--- config.mk ---
export PLATFORM = sky130hd
export DESIGN_NAME = sync_fifo_param
export DESIGN_NICKNAME = d
export VERILOG_FILES = /design/src/rtl/fifo_pkg.sv /design/src/rtl/fifo_ram.sv /design/src/rtl/sync_fifo_param.sv
export SDC_FILE = /design/constraint.sdc
export NUM_CORES = 1
export LEC_CHECK = 0
export CAP_MARGIN = 0
export CORE_MARGIN = 4
export CORE_UTILIZATION = 43
export CTS_BUF_LIST = sky130_fd_sc_hd__clkbuf_4
export DETAILED_ROUTE_END_ITERATION = 8
export SLEW_MARGIN = 20
export SYNTH_ARGS = -nofsm -noshare
export SYNTH_HDL_FRONTEND = slang
export SYNTH_SLANG_ARGS = --single-unit
--- constraint.sdc ---
create_clock -name clock -period 5 [get_ports clock]
set_input_delay 1.5 -clock clock [delete_from_list [all_inputs] [get_ports clock]]
set_output_delay 1.5 -clock clock [all_outputs]
set_load 0.005 [all_outputs]
--- src/rtl/fifo_pkg.sv ---
`default_nettype none
// ============================================================================
// Module      : fifo_pkg
// Description : Shared defaults, pointer type, depth check and error-flag
//               struct for the parametrised single-clock FIFO.
// Revision    : 1.0 - initial release
// ============================================================================
package fifo_pkg;

    localparam int DEFAULT_WIDTH = 24;
    localparam int DEFAULT_DEPTH = 32;
    localparam int AW            = $clog2(DEFAULT_DEPTH);

    // Pointer carries one extra wrap bit above the address bits.
    typedef logic [AW:0] ptr_t;

    typedef struct packed {
        logic overflow;
        logic underflow;
    } err_flags_t;

    function automatic bit is_pow2(input int value);
        return (value > 0) && ((value & (value - 1)) == 0);
    endfunction

endpackage
`default_nettype wire

--- src/rtl/fifo_ram.sv ---
`default_nettype none
// ============================================================================
// Module      : fifo_ram
// Description : DEPTH x WIDTH storage, one synchronous write port and one read
//               port; registered read by default, combinational read when
//               SYNC_FIFO_FWFT_EN is defined.
// Revision    : 1.0 - initial release
// ============================================================================
module fifo_ram #(
    parameter  int WIDTH = 24,
    parameter  int DEPTH = 32,
    localparam int AW    = $clog2(DEPTH)
) (
    input  logic             clock,
    input  logic             async_reset_n,
    input  logic             wr_en,
    input  logic [AW-1:0]    wr_addr,
    input  logic [WIDTH-1:0] wr_data,
    input  logic             rd_en,
    input  logic [AW-1:0]    rd_addr,
    output logic [WIDTH-1:0] rd_data
);

    logic [WIDTH-1:0] r_mem [DEPTH];

    // Storage is deliberately left without reset.
    always_ff @(posedge clock) begin
        if (wr_en) begin
            r_mem[wr_addr] <= wr_data;
        end
    end

`ifdef SYNC_FIFO_FWFT_EN
    assign rd_data = r_mem[rd_addr];

    logic w_unused_ok;
    assign w_unused_ok = &{1'b0, rd_en, async_reset_n};
`else
    logic [WIDTH-1:0] r_rd_data;

    always_ff @(posedge clock or negedge async_reset_n) begin
        if (!async_reset_n) begin
            r_rd_data <= '0;
        end else if (rd_en) begin
            r_rd_data <= r_mem[rd_addr];
        end
    end

    assign rd_data = r_rd_data;
`endif

endmodule
`default_nettype wire

--- src/rtl/sync_fifo_param.sv ---
`default_nettype none
// ============================================================================
// Module      : sync_fifo_param
// Description : Single-clock FIFO with power-of-two depth, threshold flags,
//               sticky overflow/underflow and synchronous flush.
//               Define SYNC_FIFO_FWFT_EN for first-word-fall-through reads.
// Revision    : 1.0 - initial release
// ============================================================================
module sync_fifo_param
    import fifo_pkg::*;
#(
    parameter int WIDTH    = DEFAULT_WIDTH,
    parameter int DEPTH    = DEFAULT_DEPTH,
    parameter int AF_LEVEL = DEPTH - 4,
    parameter int AE_LEVEL = 4
) (
    input  logic                       clock,
    input  logic                       async_reset_n,
    input  logic                       flush,
    input  logic                       write_enable,
    input  logic [WIDTH-1:0]           data_in,
    input  logic                       read_enable,
    output logic [WIDTH-1:0]           data_out,
    output logic                       FULL,
    output logic                       EMPTY,
    output logic                       almost_full,
    output logic                       almost_empty,
    output logic                       overflow,
    output logic                       underflow,
    output logic [$clog2(DEPTH):0]     read_pointer,
    output logic [$clog2(DEPTH):0]     write_pointer,
    output logic [$clog2(DEPTH):0]     used_words
);

    localparam int          AW          = $clog2(DEPTH);
    localparam logic [AW:0] c_af_level  = (AW+1)'(AF_LEVEL);
    localparam logic [AW:0] c_ae_level  = (AW+1)'(AE_LEVEL);
    localparam logic        c_af_reset  = (AF_LEVEL == 0);
    localparam logic [AW:0] c_full_diff = {1'b1, {AW{1'b0}}};

    if (!is_pow2(DEPTH) || (DEPTH < 4)) begin : g_depth_check
        $error("sync_fifo_param: DEPTH must be a power of two and at least 4");
    end

    logic [AW:0] r_wr_ptr;
    logic [AW:0] r_rd_ptr;
    logic [AW:0] r_used;
    logic        r_full;
    logic        r_empty;
    logic        r_af;
    logic        r_ae;
    err_flags_t  r_err;

    logic        w_wr_ok;
    logic        w_rd_ok;
    logic [AW:0] w_wr_ptr_nxt;
    logic [AW:0] w_rd_ptr_nxt;
    logic [AW:0] w_used_nxt;
    err_flags_t  w_err_nxt;

    // Acceptance uses the registered flags, so a simultaneous opposite
    // operation never rescues a write-while-full or read-while-empty.
    always_comb begin
        w_wr_ok      = write_enable && !r_full;
        w_rd_ok      = read_enable && !r_empty;
        w_wr_ptr_nxt = r_wr_ptr + (AW+1)'(w_wr_ok);
        w_rd_ptr_nxt = r_rd_ptr + (AW+1)'(w_rd_ok);
        w_used_nxt   = w_wr_ptr_nxt - w_rd_ptr_nxt;
        w_err_nxt    = r_err;
        if (write_enable && r_full) begin
            w_err_nxt.overflow = 1'b1;
        end
        if (read_enable && r_empty) begin
            w_err_nxt.underflow = 1'b1;
        end
    end

    always_ff @(posedge clock or negedge async_reset_n) begin
        if (!async_reset_n) begin
            r_wr_ptr <= '0;
            r_rd_ptr <= '0;
            r_used   <= '0;
            r_full   <= 1'b0;
            r_empty  <= 1'b1;
            r_af     <= c_af_reset;
            r_ae     <= 1'b1;
            r_err    <= '0;
        end else if (flush) begin
            r_wr_ptr <= '0;
            r_rd_ptr <= '0;
            r_used   <= '0;
            r_full   <= 1'b0;
            r_empty  <= 1'b1;
            r_af     <= c_af_reset;
            r_ae     <= 1'b1;
            r_err    <= '0;
        end else begin
            r_wr_ptr <= w_wr_ptr_nxt;
            r_rd_ptr <= w_rd_ptr_nxt;
            r_used   <= w_used_nxt;
            r_full   <= (w_wr_ptr_nxt ^ w_rd_ptr_nxt) == c_full_diff;
            r_empty  <= (w_wr_ptr_nxt == w_rd_ptr_nxt);
            r_af     <= (w_used_nxt >= c_af_level);
            r_ae     <= (w_used_nxt <= c_ae_level);
            r_err    <= w_err_nxt;
        end
    end

    // Flush blocks the array so the read register holds its last word.
    fifo_ram #(
        .WIDTH (WIDTH),
        .DEPTH (DEPTH)
    ) u_ram (
        .clock         (clock),
        .async_reset_n (async_reset_n),
        .wr_en         (w_wr_ok && !flush),
        .wr_addr       (r_wr_ptr[AW-1:0]),
        .wr_data       (data_in),
        .rd_en         (w_rd_ok && !flush),
        .rd_addr       (r_rd_ptr[AW-1:0]),
        .rd_data       (data_out)
    );

    assign FULL          = r_full;
    assign EMPTY         = r_empty;
    assign almost_full   = r_af;
    assign almost_empty  = r_ae;
    assign overflow      = r_err.overflow;
    assign underflow     = r_err.underflow;
    assign read_pointer  = r_rd_ptr;
    assign write_pointer = r_wr_ptr;
    assign used_words    = r_used;

endmodule
`default_nettype wire

==> results of run 1 <==
-- worst paths after layout --
kind                       cells after the start  slack [ns]                            end                    startpoint
min reg2reg                                    2        0.48   u_ram.rd_data[2]$_DFFE_PN0P_  u_ram.rd_data[2]$_DFFE_PN0P_
min in group asynchronous                      1        0.59  u_ram.rd_data[12]$_DFFE_PN0P_                 async_reset_n
max                                            1        0.91                read_pointer[0]     read_pointer[0]$_DFF_PN0_
min                                            2        0.48   u_ram.rd_data[2]$_DFFE_PN0P_  u_ram.rd_data[2]$_DFFE_PN0P_
max reg2reg                                    9        1.70         almost_empty$_DFF_PN1_     read_pointer[0]$_DFF_PN0_
max in group asynchronous                      2        3.49      read_pointer[2]$_DFF_PN0_                 async_reset_n
-- power breakdown --
| group | internal (W) | switching [W] |
|---|---|---|
| Clock | 0.00290 | 0.00256 |
| Sequential | 0.00761 | 0.000124 |
| Combinational | 0.000684 | 0.000624 |
| Total | 0.0112 | 0.00331 |
-- area by class of cell --
type	count	area share, %
inverters	8	0.08226
clock buffers	294	6.046
flip-flops and latches	816	66.50
diodes	2	0.01371
multi-input cells	545	19.44
well taps	959	3.287
repair buffers	136	3.578
clock inverters	68	1.052
-- cells in the mapped netlist --
library cell  number  area share [%]
edfxtp_1         768              73
mux4_2           192              14
mux2i_1           96             3.0
nand2_1           54            0.64
nor2_1            54            0.64
a22oi_1           48             1.1
dfrtp_1           46             3.6
nand3_1           29            0.46
clkbuf_1          28            0.33
buf_2             24            0.38
buf_4             22            0.52
ha_1               9            0.36
xnor2_1            9            0.25
inv_1              8           0.095
a21oi_1            7            0.11
and2_1             6            0.12
nor2b_1            5           0.099
buf_1              4           0.048
xor2_1             4            0.11
nand2b_1           3           0.059
nand3b_1           3           0.071
nand4_1            3           0.059
and3_1             2           0.040
dfstp_2            2            0.17
nor3_1             2           0.032
or3b_2             2           0.056
a211oi_2           1           0.040
a211oi_4           1           0.063
a21bo_2            1           0.032
a21boi_2           1           0.036
a41o_1             1           0.032
and3b_4            1           0.040
buf_6              1           0.036
fa_1               1           0.063
mux2_4             1           0.048
nand3b_4           1           0.063
nor3b_1            1           0.024
o211a_4            1           0.056
o21a_1             1           0.024
o21ai_0            1           0.016
o31ai_1            1           0.024
o31ai_2            1           0.040
o41ai_2            1           0.052
or3_1              1           0.020
-- kinds of logic after synthesis --
logic type / share of synthesized area (%)
compound gates: 1.666
xor+xnor: 0.3609
fa+ha+maj: 0.4204
buf+inv: 1.416
flops: 76.91
mux: 16.80
simple gates: 2.427
-- flip-flops by register name (all words and copies together) (netlist names) --
name	cells
EMPTY	1
FULL	1
almost_empty	1
almost_full	1
overflow	1
read_pointer	6
u_ram.r_mem	768
u_ram.rd_data	24
underflow	1
used_words	6
write_pointer	6
-- through the flow --
stage | total power (W) | instances | hold WS [ns] | util [%]
6_report | 0.01450 | 2828 | 0.4809 | 50.12
5_1_grt | 0.01521 | 2827 | 0.4941 | 50.12
4_1_cts | 0.01474 | 2826 | 0.4472 | 50.24
3_5_place_dp | 0.009228 | 2464 | 0.4708 | 46.68
3_3_place_gp | 0.009208 | 2464 | 0.4663 | 46.69
2_1_floorplan | 0.008622 | 1448 | 0.4701 | -
-- metal layers --
metal	part of all wire, %	vias to the layer above	global-route usage (%)
li1	-	6695	-
met1	42	8200	25.62
met2	49	532	29.25
met3	7.0	85	4.808
met4	2.0	0	6.616
met5	0	-	0
==> results by group, run 1 <==
Clocking
  – Setup bufs post-CTS: 0
  – Skew-Pair Late Insertion Delay: 1.00 ns
  – Sink Count: 816
  – Clock-pin slew on the worst setup and hold paths: 0.07 ns
  – Clk buf depth: 3
  – Cts bufs inserted: 201
  – CTS tree: done
  – Resized Gates After CTS: 0
  – H-tree Lvls: 4
  – Hold buffers post-CTS: 0
  – CTS Root Cell: clkbuf_4

Pwr
  – Static Leakage: around 12 nW
  – Power per Cell Area: 397.3 nW/µm²
  – Maximum vdd drop: 0.1607 mV

Cells and area
  – Syn-to-layout area delta: 15.70%
  – Most common cell after layout, fill and taps aside: edfxtp_1
  – Final-stage net count: 1747
  – Fraction of layout cells with a size suffix above 1: 34.07%
  – Finished Cell Area: 36510 µm²
  – Most frequent cells in the layout: edfxtp_1 (768), clkbuf_4 (294), mux4_2 (192)
  – Sequential Area: 24280 µm²
  – Multi-input gate area: 7096 µm²
  – Fillcell total: about 6000

STA
  – Worst Max-Slew Pin Slew: 1.027 ns
  – Fmax achieved: approximately 240 MHz
  – Worst setup margin: between 0.9 and 1 ns
  – Final Max Slew Viols: 0
  – Setup Skew: 0.04712 ns
  – Final period util: 81.76%
  – RSZ-0062 raised after global routing: no
  – Setup TNS: 0 ns
  – Relative slew slack: 31.53%
  – Final Hold Viols: 0
  – Final Setup Violations: 0
  – Final Critical Period: 4.088 ns

Detailed routing
  – DR WL/cell: roughly 25 µm
  – Vias: 15512
  – Vias per std cell: 5.485
  – Initial DRC count: 1353
  – DR DRC count: 0
  – DRT Pass-1 Iters: 5
  – Post-Route WL: approximately 70000 µm
  – Final antenna-violating net count: 0

Min path
  – Hold Crit Class: register to register

Floorplan
  – Core area: around 73000 µm²
  – Top-level I/O count: 77
  – Die ar.: 77770 µm²
  – Overall die height: 278.9 µm
  – Initial Util: approximately 43%
  – Std cell rows: 99
  – Chip width: 278.9 µm

Place
  – HPWL after DPL: 41530 µm
  – Gpl congestion: ~0.8
  – IO buf count: 76
  – Dpl cell area: approximately 34000 µm²
  – Place WS: 0.5135 ns

GRT
  – Global-route usage over all layers: 18.63%
  – First-pass GRT wire length: 106000 µm
  – Grt total ovfl: 0
  – Largest net degree at the start of global routing: 119
  – Vias in the first global route: 16447
  – Number of antenna violations at the first check in global routing: 1

Worst setup path
  – CP Data Required Time: ~3.5 ns
  – Setup CP Type: register to output pin
  – CP Launch Type: register
  – Setup crit end kind: output pin
  – Slowest CP cell: dfrtp_4
  – CP top delay family: flip-flops
  – Crit path buffers/inverters: 1
  – Slowest stage delay, CP: approximately 0.96 ns
  – Max FO, Critical Path: 37
  – Critical-path cell list: clkdlybuf4s50_1
  – Crit path DAT: between 2 and 3 ns

Synth
  – Post-Syn Area: 31550 µm²
  – Mean Syn Cell Area: 21.79 µm²
  – Synth Instances: approximately 1400
  – Yosys warns: 0
  – Netlist cell types: between 40 and 50
  – Synth Net Count: 1487
  – Synth Register Bits: around 820
  – Sequential area share after synthesis: 76.91%

Job
  – Max-cap violations: 0

Outcome
  – Status: completed
No activity file was read; power rests on OpenSTA's default activity.
==> run 2: changes to the inputs <==
Clock period 5 ns to 3.4 ns, I/O delays scaled along.
==> run 2 against run 1 <==
  * Cell count increased by 3.3%
  * Die area unchanged
  * Hold slack lost 0.0051 ns
  * Critical path depth unchanged
  * Clock power grew 50%
  * Power rose by 48%
  * Clock skew rose by 0.0011 ns
  * Clock-buffer cell count grew 1
  * Global-route usage is 0.53 points higher
  * Largest cell class unchanged
  * Largest power group unchanged
==> results by group, run 2 (synthesized netlist as in run 1, its figures left out) <==
Place
  – IO buf count: 76 (unchanged)
  – Gpl congestion: 0.7838 (-3.2%)
  – Dpl cell area: 34960 µm² (+2.8%)
  – HPWL after DPL: 41800 µm (+0.67%)

GRT
  – Vias in the first global route: 16547 (+0.61%)
  – Grt total ovfl: 0 (unchanged)
  – Number of antenna violations at the first check in global routing: 3 (+2)
  – First-pass GRT wire length: 108300 µm (+2.2%)
  – Largest net degree at the start of global routing: 65 (-45%)
  – Global-route usage over all layers: 19.17% (+0.53 points)

Detailed routing
  – Vias: 15798 (+1.8%)
  – DR DRC count: 0 (unchanged)
  – Post-Route WL: 73260 µm (+2.6%)
  – DR WL/cell: 25.08 µm (-0.64%)
  – Vias per std cell: 5.408 (-1.4%)
  – Final antenna-violating net count: 0 (unchanged)
  – Initial DRC count: 1548 (+14%)
  – DRT Pass-1 Iters: 5 (unchanged)

Cells and area
  – Finished Cell Area: 37690 µm² (+3.2%)
  – Fraction of layout cells with a size suffix above 1: 36.35% (+2.3 points)
  – Final-stage net count: 1833 (+4.9%)
  – Syn-to-layout area delta: 19.46%
  – Most frequent cells in the layout: edfxtp_1 (768), clkbuf_4 (295), mux4_2 (192)
  – Max reg flops: 768 (unchanged)
  – Most common cell after layout, fill and taps aside: edfxtp_1
  – Largest reg by FF count: u_ram.r_mem
  – Core Util, Final: 51.75% (+1.6 points)

Pwr
  – Maximum vdd drop: 0.2864 mV (+78%)
  – Static Leakage: 12.12 nW (+4.8%)
  – Overall power: 0.02153 W (+48%)
  – Power per Cell Area: 571.3 nW/µm² (+44%)

Clocking
  – Clock-pin slew on the worst setup and hold paths: 0.07 ns (about the same)
  – Sink Count: 816 (unchanged)
  – Clk buf depth: 3 (unchanged)
  – Skew-Pair Late Insertion Delay: 1.03 ns (+0.03 ns)
  – H-tree Lvls: 4 (unchanged)
  – CTS Root Cell: clkbuf_4
  – Cts bufs inserted: 200 (-0.50%)
  – CTS tree: done

Worst setup path
  – CP Launch Type: register
  – R2R setup slack: 0.49 ns (-1.21 ns)
  – Critical-path cell list: clkdlybuf4s50_1
  – Crit path buffers/inverters: 1 (unchanged)
  – Crit path DAT: 2.21 ns (-0.38 ns)
  – Slowest stage delay, CP: 0.59 ns (-0.37 ns)
  – CP top delay family: flip-flops
  – Max FO, Critical Path: 10 (-73%)
  – Slowest CP cell: dfrtp_1
  – Setup CP Type: register to output pin
  – CP Data Required Time: 2.38 ns (-1.12 ns)
  – RR Endpoint: almost_empty$_DFF_PN1_
  – Setup crit end kind: output pin
  – Worst R2R Path Depth: 9 (unchanged)
  – Reg2reg start: read_pointer[1]$_DFF_PN0_

STA
  – Setup TNS: 0 ns (unchanged)
  – Final hold slack: 0.4758 ns (-0.005094 ns)
  – Final Max Slew Viols: 0 (unchanged)
  – Fmax achieved: 309.4 MHz
  – Final period util: 95.05%
  – Final Setup Violations: 0 (unchanged)
  – Relative slew slack: 40.88% (+9.4 points)
  – Final Hold Viols: 0 (unchanged)
  – Final Critical Period: 3.232 ns
  – Worst Max-Slew Pin Slew: 0.8847 ns (-0.1424 ns)
  – Setup Skew: 0.04823 ns (+0.001108 ns)

Floorplan
  – Core area: 72830 µm² (unchanged)
  – Top-level I/O count: 77 (unchanged)
  – Die ar.: 77770 µm² (unchanged)
  – Overall die height: 278.9 µm (unchanged)
  – Std cell rows: 99 (unchanged)
  – Chip width: 278.9 µm (unchanged)
  – Initial Util: 43.32% (unchanged)

Min path
  – Hold EP: u_ram.rd_data[19]$_DFFE_PN0P_
  – Hold path cells: 2 (unchanged)
  – Hold Crit Class: register to register
  – Min-delay src: u_ram.rd_data[19]$_DFFE_PN0P_

Job
  – Max-cap violations: 0 (unchanged)

Outcome
  – Status: completed
-- run 2: changes by cell type in the layout (fill, tap and decap cells not counted), moves of 4 or more --
| cell | before | now |
|---|---|---|
| buf_12 | 16 | 42 |
| buf_2 | 21 | 1 |
| buf_4 | 44 | 102 |
| clkdlybuf4s50_1 | 55 | 75 |
| clkinv_1 | 51 | 46 |
| clkinv_2 | 6 | 11 |
| diode_2 | 2 | 6 |
-- run 2: layout make-up --
| class | count | area, µm² |
|---|---|---|
| Antenna cell | 6 | 15.01 |
| Clock buffer | 295 | 2215 |
| Clock inverter | 69 | 421.7 |
| Fill cell | 5854 | 35150 |
| Inverter | 8 | 30.03 |
| Multi-Input combinational cell | 545 | 7096 |
| Sequential cell | 816 | 24280 |
| Tap cell | 959 | 1200 |
| Timing Repair Buffer | 223 | 2432 |
-- run 2: how the worst max path moves through the flow --
| stage | start | to | depth (start not counted) |
|---|---|---|---|
| 2_1_floorplan | read_enable | almost_empty$_DFF_PN1_ | 8 |
| 3_5_place_dp | read_enable | almost_empty$_DFF_PN1_ | 9 |
| 5_1_grt | write_pointer[4]$_DFF_PN0_ | write_pointer[4] | 1 |
| 3_3_place_gp | read_enable | almost_empty$_DFF_PN1_ | 9 |
| 4_1_cts | write_pointer[3]$_DFF_PN0_ | write_pointer[3] | 1 |
| 6_report | write_pointer[4]$_DFF_PN0_ | write_pointer[4] | 1 |
-- run 2: timing repair --
action                                 CTS  global route
setup buffers                            3             0
cloned                                   1             0
gates resized for setup                  2             1
setup endpoints to repair                3             1
hold buffers                             1             0
endpoints found under the hold margin   18             0
-- run 2: per-stage QoR --
step / cells / worst slack [ns]
after global placement: 2546 / -0.4445
final: 2921 / 0.1684
after global routing: 2921 / -0.004108
after CTS: 2915 / 0.02805
after detailed placement: 2546 / -0.5322
after floorplan: 1448 / 0.1305
-- run 2: layer usage --
layer  track usage [%]  wire length (µm)  vias to the layer above
li1                  -                 -                     6867
met4             5.212              1083                        0
met5                 0                 0                        -
met1             27.01             32020                     8368
met3             4.749              4319                       73
met2             30.28             35840                      490
-- run 2: power by group --
part	total, W	internal (W)	switching [W]
logic	0.00203	0.00107	0.000958
registers	0.0113	0.0112	0.000150
clock network	0.00817	0.00436	0.00380
